File: config.mk
export PLATFORM = sky130hd
export DESIGN_NAME = multi_phase_traffic_controller
export DESIGN_NICKNAME = d
export VERILOG_FILES = /design/src/rtl/tlc_pkg.sv /design/src/rtl/tlc_rr_select.sv /design/src/rtl/multi_phase_traffic_controller.sv
export SDC_FILE = /design/constraint.sdc
export NUM_CORES = 1
export LEC_CHECK = 0
export CAP_MARGIN = 20
export CORE_MARGIN = 4
export CORE_UTILIZATION = 55
export CTS_BUF_LIST = sky130_fd_sc_hd__clkbuf_4 sky130_fd_sc_hd__clkbuf_8 sky130_fd_sc_hd__clkbuf_16
export DETAILED_ROUTE_END_ITERATION = 16
export PLACE_DENSITY = 0.83
export SYNTH_ARGS = -nofsm -noshare
export SYNTH_HDL_FRONTEND = slang
export SYNTH_SLANG_ARGS = --single-unit
File: constraint.sdc
create_clock -name clk -period 6 [get_ports clk]
set_input_delay 1.8 -clock clk [delete_from_list [all_inputs] [get_ports clk]]
set_output_delay 1.8 -clock clk [all_outputs]
set_load 0.02 [all_outputs]
File: src/rtl/tlc_pkg.sv
// Shared definitions for the multi-phase traffic controller.
//   - tlc_state_e : controller state (all-red clearance, green, yellow)
//   - LAMP_*      : 2-bit lamp driver codes (11 is never driven)
package tlc_pkg;

    typedef enum logic [1:0] {
        ST_ALL_RED = 2'd0,
        ST_GREEN   = 2'd1,
        ST_YELLOW  = 2'd2
    } tlc_state_e;

    localparam logic [1:0] LAMP_RED    = 2'b00;
    localparam logic [1:0] LAMP_YELLOW = 2'b01;
    localparam logic [1:0] LAMP_GREEN  = 2'b10;

endpackage

File: src/rtl/tlc_rr_select.sv
// Combinational round-robin next-phase picker.
//   req_i          : per-phase vehicle requests
//   active_phase_i : phase served last
//   preempt_i      : emergency preempt, forces phase 0
//   next_phase_o   : phase to turn green next
// Search order is active+1 .. active+NUM_PHASES-1 (mod NUM_PHASES); the
// active phase itself is only chosen when nobody else is waiting, and with
// no requests at all the intersection rests on phase 0.
module tlc_rr_select #(
    parameter int NUM_PHASES = 4,
    parameter int PH_W       = 2
) (
    input  logic [NUM_PHASES-1:0] req_i,
    input  logic [PH_W-1:0]       active_phase_i,
    input  logic                  preempt_i,
    output logic [PH_W-1:0]       next_phase_o
);

    logic            found;
    logic [PH_W-1:0] idx;

    always_comb begin
        next_phase_o = '0;
        found        = 1'b0;
        idx          = '0;
        for (int i = 1; i < NUM_PHASES; i++) begin
            idx = PH_W'((int'(active_phase_i) + i) % NUM_PHASES);
            if (!found && req_i[idx]) begin
                next_phase_o = idx;
                found        = 1'b1;
            end
        end
        if (!found && req_i[active_phase_i]) next_phase_o = active_phase_i;
        if (preempt_i) next_phase_o = '0;
    end

endmodule

File: src/rtl/multi_phase_traffic_controller.sv
// N-phase intersection controller: one approach green at a time, served
// round-robin, with min/max green, fixed yellow, all-red clearance and an
// emergency preempt that rests the intersection on phase 0.
//   clk          : clock
//   clear_n      : async active-low reset (restarts from all-red)
//   req          : per-phase vehicle requests (level)
//   preempt      : emergency request for phase 0, held while high
//   light        : light[2p+1:2p] lamp of phase p (RED 00, YELLOW 01, GREEN 10)
//   active_phase : phase currently green/yellow, last served during all-red
//   green_start  : one-cycle pulse on the first green cycle of any phase
// All outputs decode registered state only, so there is no req->light path.
module multi_phase_traffic_controller
    import tlc_pkg::*;
#(
    parameter int NUM_PHASES   = 4,
    parameter int MIN_GREEN    = 4,
    parameter int MAX_GREEN    = 12,
    parameter int YELLOW_TIME  = 3,
    parameter int ALL_RED_TIME = 2,
    parameter int CNT_W        = 4,
    localparam int PH_W        = (NUM_PHASES > 2) ? $clog2(NUM_PHASES) : 1
) (
    input  logic                    clk,
    input  logic                    clear_n,
    input  logic [NUM_PHASES-1:0]   req,
    input  logic                    preempt,
    output logic [2*NUM_PHASES-1:0] light,
    output logic [PH_W-1:0]         active_phase,
    output logic                    green_start
);

    localparam logic [CNT_W-1:0] CNT_MAX  = '1;
    localparam logic [CNT_W-1:0] MIN_LAST = CNT_W'(MIN_GREEN - 1);
    localparam logic [CNT_W-1:0] MAX_LAST = CNT_W'(MAX_GREEN - 1);
    localparam logic [CNT_W-1:0] Y_LAST   = CNT_W'(YELLOW_TIME - 1);
    localparam logic [CNT_W-1:0] AR_LAST  = CNT_W'(ALL_RED_TIME - 1);

    tlc_state_e       state_q, state_d;
    logic [CNT_W-1:0] cnt_q, cnt_d;
    logic [PH_W-1:0]  phase_q, phase_d;
    logic [PH_W-1:0]  next_phase;
    logic             own_req, other_req, green_exit;

    tlc_rr_select #(
        .NUM_PHASES (NUM_PHASES),
        .PH_W       (PH_W)
    ) u_rr (
        .req_i          (req),
        .active_phase_i (phase_q),
        .preempt_i      (preempt),
        .next_phase_o   (next_phase)
    );

    assign own_req   = req[phase_q];
    assign other_req = |(req & ~(NUM_PHASES'(1) << phase_q));

    // Preempt cuts any non-zero green short, even inside min green. Without
    // preempt a green only yields when someone else waits, and then either
    // its own queue is empty or it has used up its max green.
    assign green_exit = (preempt && (phase_q != '0)) ||
                        (!preempt && (cnt_q >= MIN_LAST) && other_req &&
                         (!own_req || (cnt_q >= MAX_LAST)));

    always_ff @(posedge clk or negedge clear_n) begin
        if (!clear_n) begin
            state_q <= ST_ALL_RED;
            cnt_q   <= '0;
            phase_q <= '0;
        end else begin
            state_q <= state_d;
            cnt_q   <= cnt_d;
            phase_q <= phase_d;
        end
    end

    always_comb begin
        state_d = state_q;
        phase_d = phase_q;
        // Saturating timer; every state change below reloads it with 0.
        cnt_d   = (cnt_q == CNT_MAX) ? cnt_q : cnt_q + 1'b1;
        case (state_q)
            ST_ALL_RED: begin
                if (cnt_q == AR_LAST) begin
                    state_d = ST_GREEN;
                    phase_d = next_phase;
                    cnt_d   = '0;
                end
            end
            ST_GREEN: begin
                if (green_exit) begin
                    state_d = ST_YELLOW;
                    cnt_d   = '0;
                end
            end
            ST_YELLOW: begin
                // Yellow is never aborted; a preempt simply waits it out.
                if (cnt_q == Y_LAST) begin
                    state_d = ST_ALL_RED;
                    cnt_d   = '0;
                end
            end
            default: begin
                state_d = ST_ALL_RED;
                cnt_d   = '0;
            end
        endcase
    end

    always_comb begin
        light = '0;
        case (state_q)
            ST_GREEN:  light[{phase_q, 1'b0} +: 2] = LAMP_GREEN;
            ST_YELLOW: light[{phase_q, 1'b0} +: 2] = LAMP_YELLOW;
            default:   light = '0;
        endcase
    end

    assign active_phase = phase_q;
    // The timer only reads 0 in green on the entry cycle (it saturates high).
    assign green_start  = (state_q == ST_GREEN) && (cnt_q == '0);

endmodule

==> flow_summary.yaml <==
die:
  die_y_um: 50.0
  rows: 14
  initial_core_util: 0.614
  io_pins: 18
  dieArea_um2: 2500
  die_x_um: 50.0
  core_area_um2: 1580
cells_and_area:
  nets: 150
  layout-drive-gt1-share: 0.0968
  antenna_cells: 0
  syn2layout_area_growth_pct: 20.7
  mostFrequentLayoutCells: "17 x ha_1, 17 x clkdlybuf4s50_1, 12 x nor2_1"
detailed_routing:
  viasPerCell: 6.26
  antenna_left: 0
  wirelength_mm: 2.31
  wl_per_cell_um: 16.5
  dr.first_iter.drc_count: 46
  drcViolationCount: 0
  vias: 877
  firstDrtPassIters: 4
yosys:
  synth-seq-cells: 8
  seq_area_frac_synth: 0.207
  yosysUniqueCellTypes: 35
  netlist_top_cells_area: "ha_1 22%, dfrtp_1 21%, mux4_2 7.0%"
  synth_edf_count: 0
  synth_area_per_cell_um2: 9.05
  synth_area_um2: 968
  synthArstFlopShare: 1.00
  synth_top_area_frac: 0.220
  ys.warnings.count: 0
  synth_ff_type: "dfrtp_1"
  yosysTopAreaCell: "ha_1"
  syn_inst: 107
  mappedNetlistNets: 131
setup_path:
  crit_fanout: 18
  crit_path_start_kind: "flip-flop"
  path_class: "reg2out"
  critPathMaxStageDelay_ps: 720
  critPathRequiredTime_ps: 4200
  slowest_stage: "dfrtp_1"
  crit_arrival_ps: 2840
  endpoint_kind: "output pin"
  worstPathCellList: "inv_1 -> ha_1 -> nand4b_1 -> nor3_1 -> clkdlybuf4s50_1"
power:
  ir_drop_uv: 264
  p_leak_uw: 0.000513
  power_density_nw_per_um2: 452
  total_power_uw: 529
run:
  maxCapViolations: 0
timing:
  rsz0062_at_grt: "no"
  max_slew_margin: 0.596
  fin_crit_ps: 4640
  clock_skew_ps: 10.5
  post-route-period-util: 0.774
  finalMaxSlewViolations: 0
  finalHoldViolCount: 0
  worst_slew_pin_slew_ps: 606
  max_freq_ghz: 0.215
  setup_viol: 0
  tns_ps: 0
  fin_ws_ps: 1360
hold_path:
  min_path_type: "reg2reg"
cts:
  htree_levels: 1
  hold_buffers: 0
  clkTransAtPathRegs_ps: 60
  clk_path_buf_depth: 2
  clock-sinks: 8
  ctsResizeCount: 0
  cts_tree: "done"
  cts_setup_buffers: 0
  cts_buffers: 3
  clkLatencyLatePin_ps: 260
  cts_root_buf: "clkbuf_4"
placed_design:
  dp_slack_ps: 1620
  hpwl_mm: 1.77
  io_buffers: 17
  gp_congestion: 0.845
global_route:
  overflow: 0
  grt_first_pass_wirelength_mm: 3.93
  grt.total_usage: 0.207
  grt_pass1_vias: 825
  antenna_found_initial: 0
  grt_max_degree: 19
status:
  status: "completed"
sequential cells by signal (all words and copies together), names as in the netlist:
register and cells:
cnt_q 4, active_phase 2, state_q 2
final timing paths:
path	from	end	slack [ps]	cells after the start
max	active_phase[0]$_DFFE_PN0P_	light[7]	1360	5
min	state_q[1]$_DFFE_PN0P_	state_q[1]$_DFFE_PN0P_	580	1
max reg2reg	active_phase[0]$_DFFE_PN0P_	active_phase[1]$_DFFE_PN0P_	3250	6
min reg2reg	state_q[1]$_DFFE_PN0P_	state_q[1]$_DFFE_PN0P_	580	1
max in group asynchronous	clear_n	active_phase[0]$_DFFE_PN0P_	3900	1
min in group asynchronous	clear_n	state_q[0]$_DFFE_PN0P_	1820	1
cells in the mapped netlist (3+ instances only):
library cell,n
dfrtp_1,8
nor3_1,5
nand3_1,4
nand2b_1,4
a31oi_1,4
o21ai_0,6
ha_1,17
mux2i_1,3
mux4_2,3
inv_1,10
nor2_1,12
power by group:
| part | leakage, µW | total (µW) | internal (µW) | switching [µW] |
|---|---|---|---|---|
| logic | 0.000396 | 361 | 168 | 193 |
| registers | 0.000103 | 126 | 75.5 | 50.1 |
| clock network | 0.0000138 | 42.0 | 22.9 | 19.1 |
worst max-delay path: cells and delay by family (launching register included):
family | cells | cell delay (ps)
DFF | 1 | 720
and+or+nand+nor | 2 | 470
buffers and inverters | 2 | 870
adders and majority gates | 1 | 510
cell type report:
cell class                      count  area, µm²
Fill cell                         120        408
Inverter                           10       37.5
Timing Repair Buffer               17        170
Sequential cell                     8        200
Multi-Input combinational cell     86        718
Clock buffer                        3       22.5
Tap cell                           16       20.0
routing by layer:
layer,track usage,routed length (µm),up-vias
li1,-,-,422
met3,0.0482,111,4
met4,0.0507,12,0
met5,0,0,-
met1,0.247,994,422
met2,0.368,1190,29
per-stage QoR:
| step | utilization | std cells | hold slack, ps | cell area [µm²] |
|---|---|---|---|---|
| after floorplan | - | 107 | 535 | 968 |
| after global placement | 0.727 | 137 | 562 | 1150 |
| after detailed placement | 0.727 | 137 | 565 | 1150 |
| after CTS | 0.741 | 140 | 579 | 1170 |
| after global routing | 0.741 | 140 | 608 | 1170 |
| final | 0.741 | 140 | 578 | 1170 |
logic make-up (layout without fill, tap and decap cells):
kind of cell,Yosys count,after routing,share of synthesized area
adders and majority gates,17,17,0.220
xor gates and xnor gates,2,2,0.0181
muxes,9,9,0.155
and+or+nand+nor,38,38,0.209
buffers and inverters,13,30,0.0517
AOI/OAI and AO/OA,20,20,0.140
DFF,8,8,0.207
No activity file was read; power rests on OpenSTA's default activity.
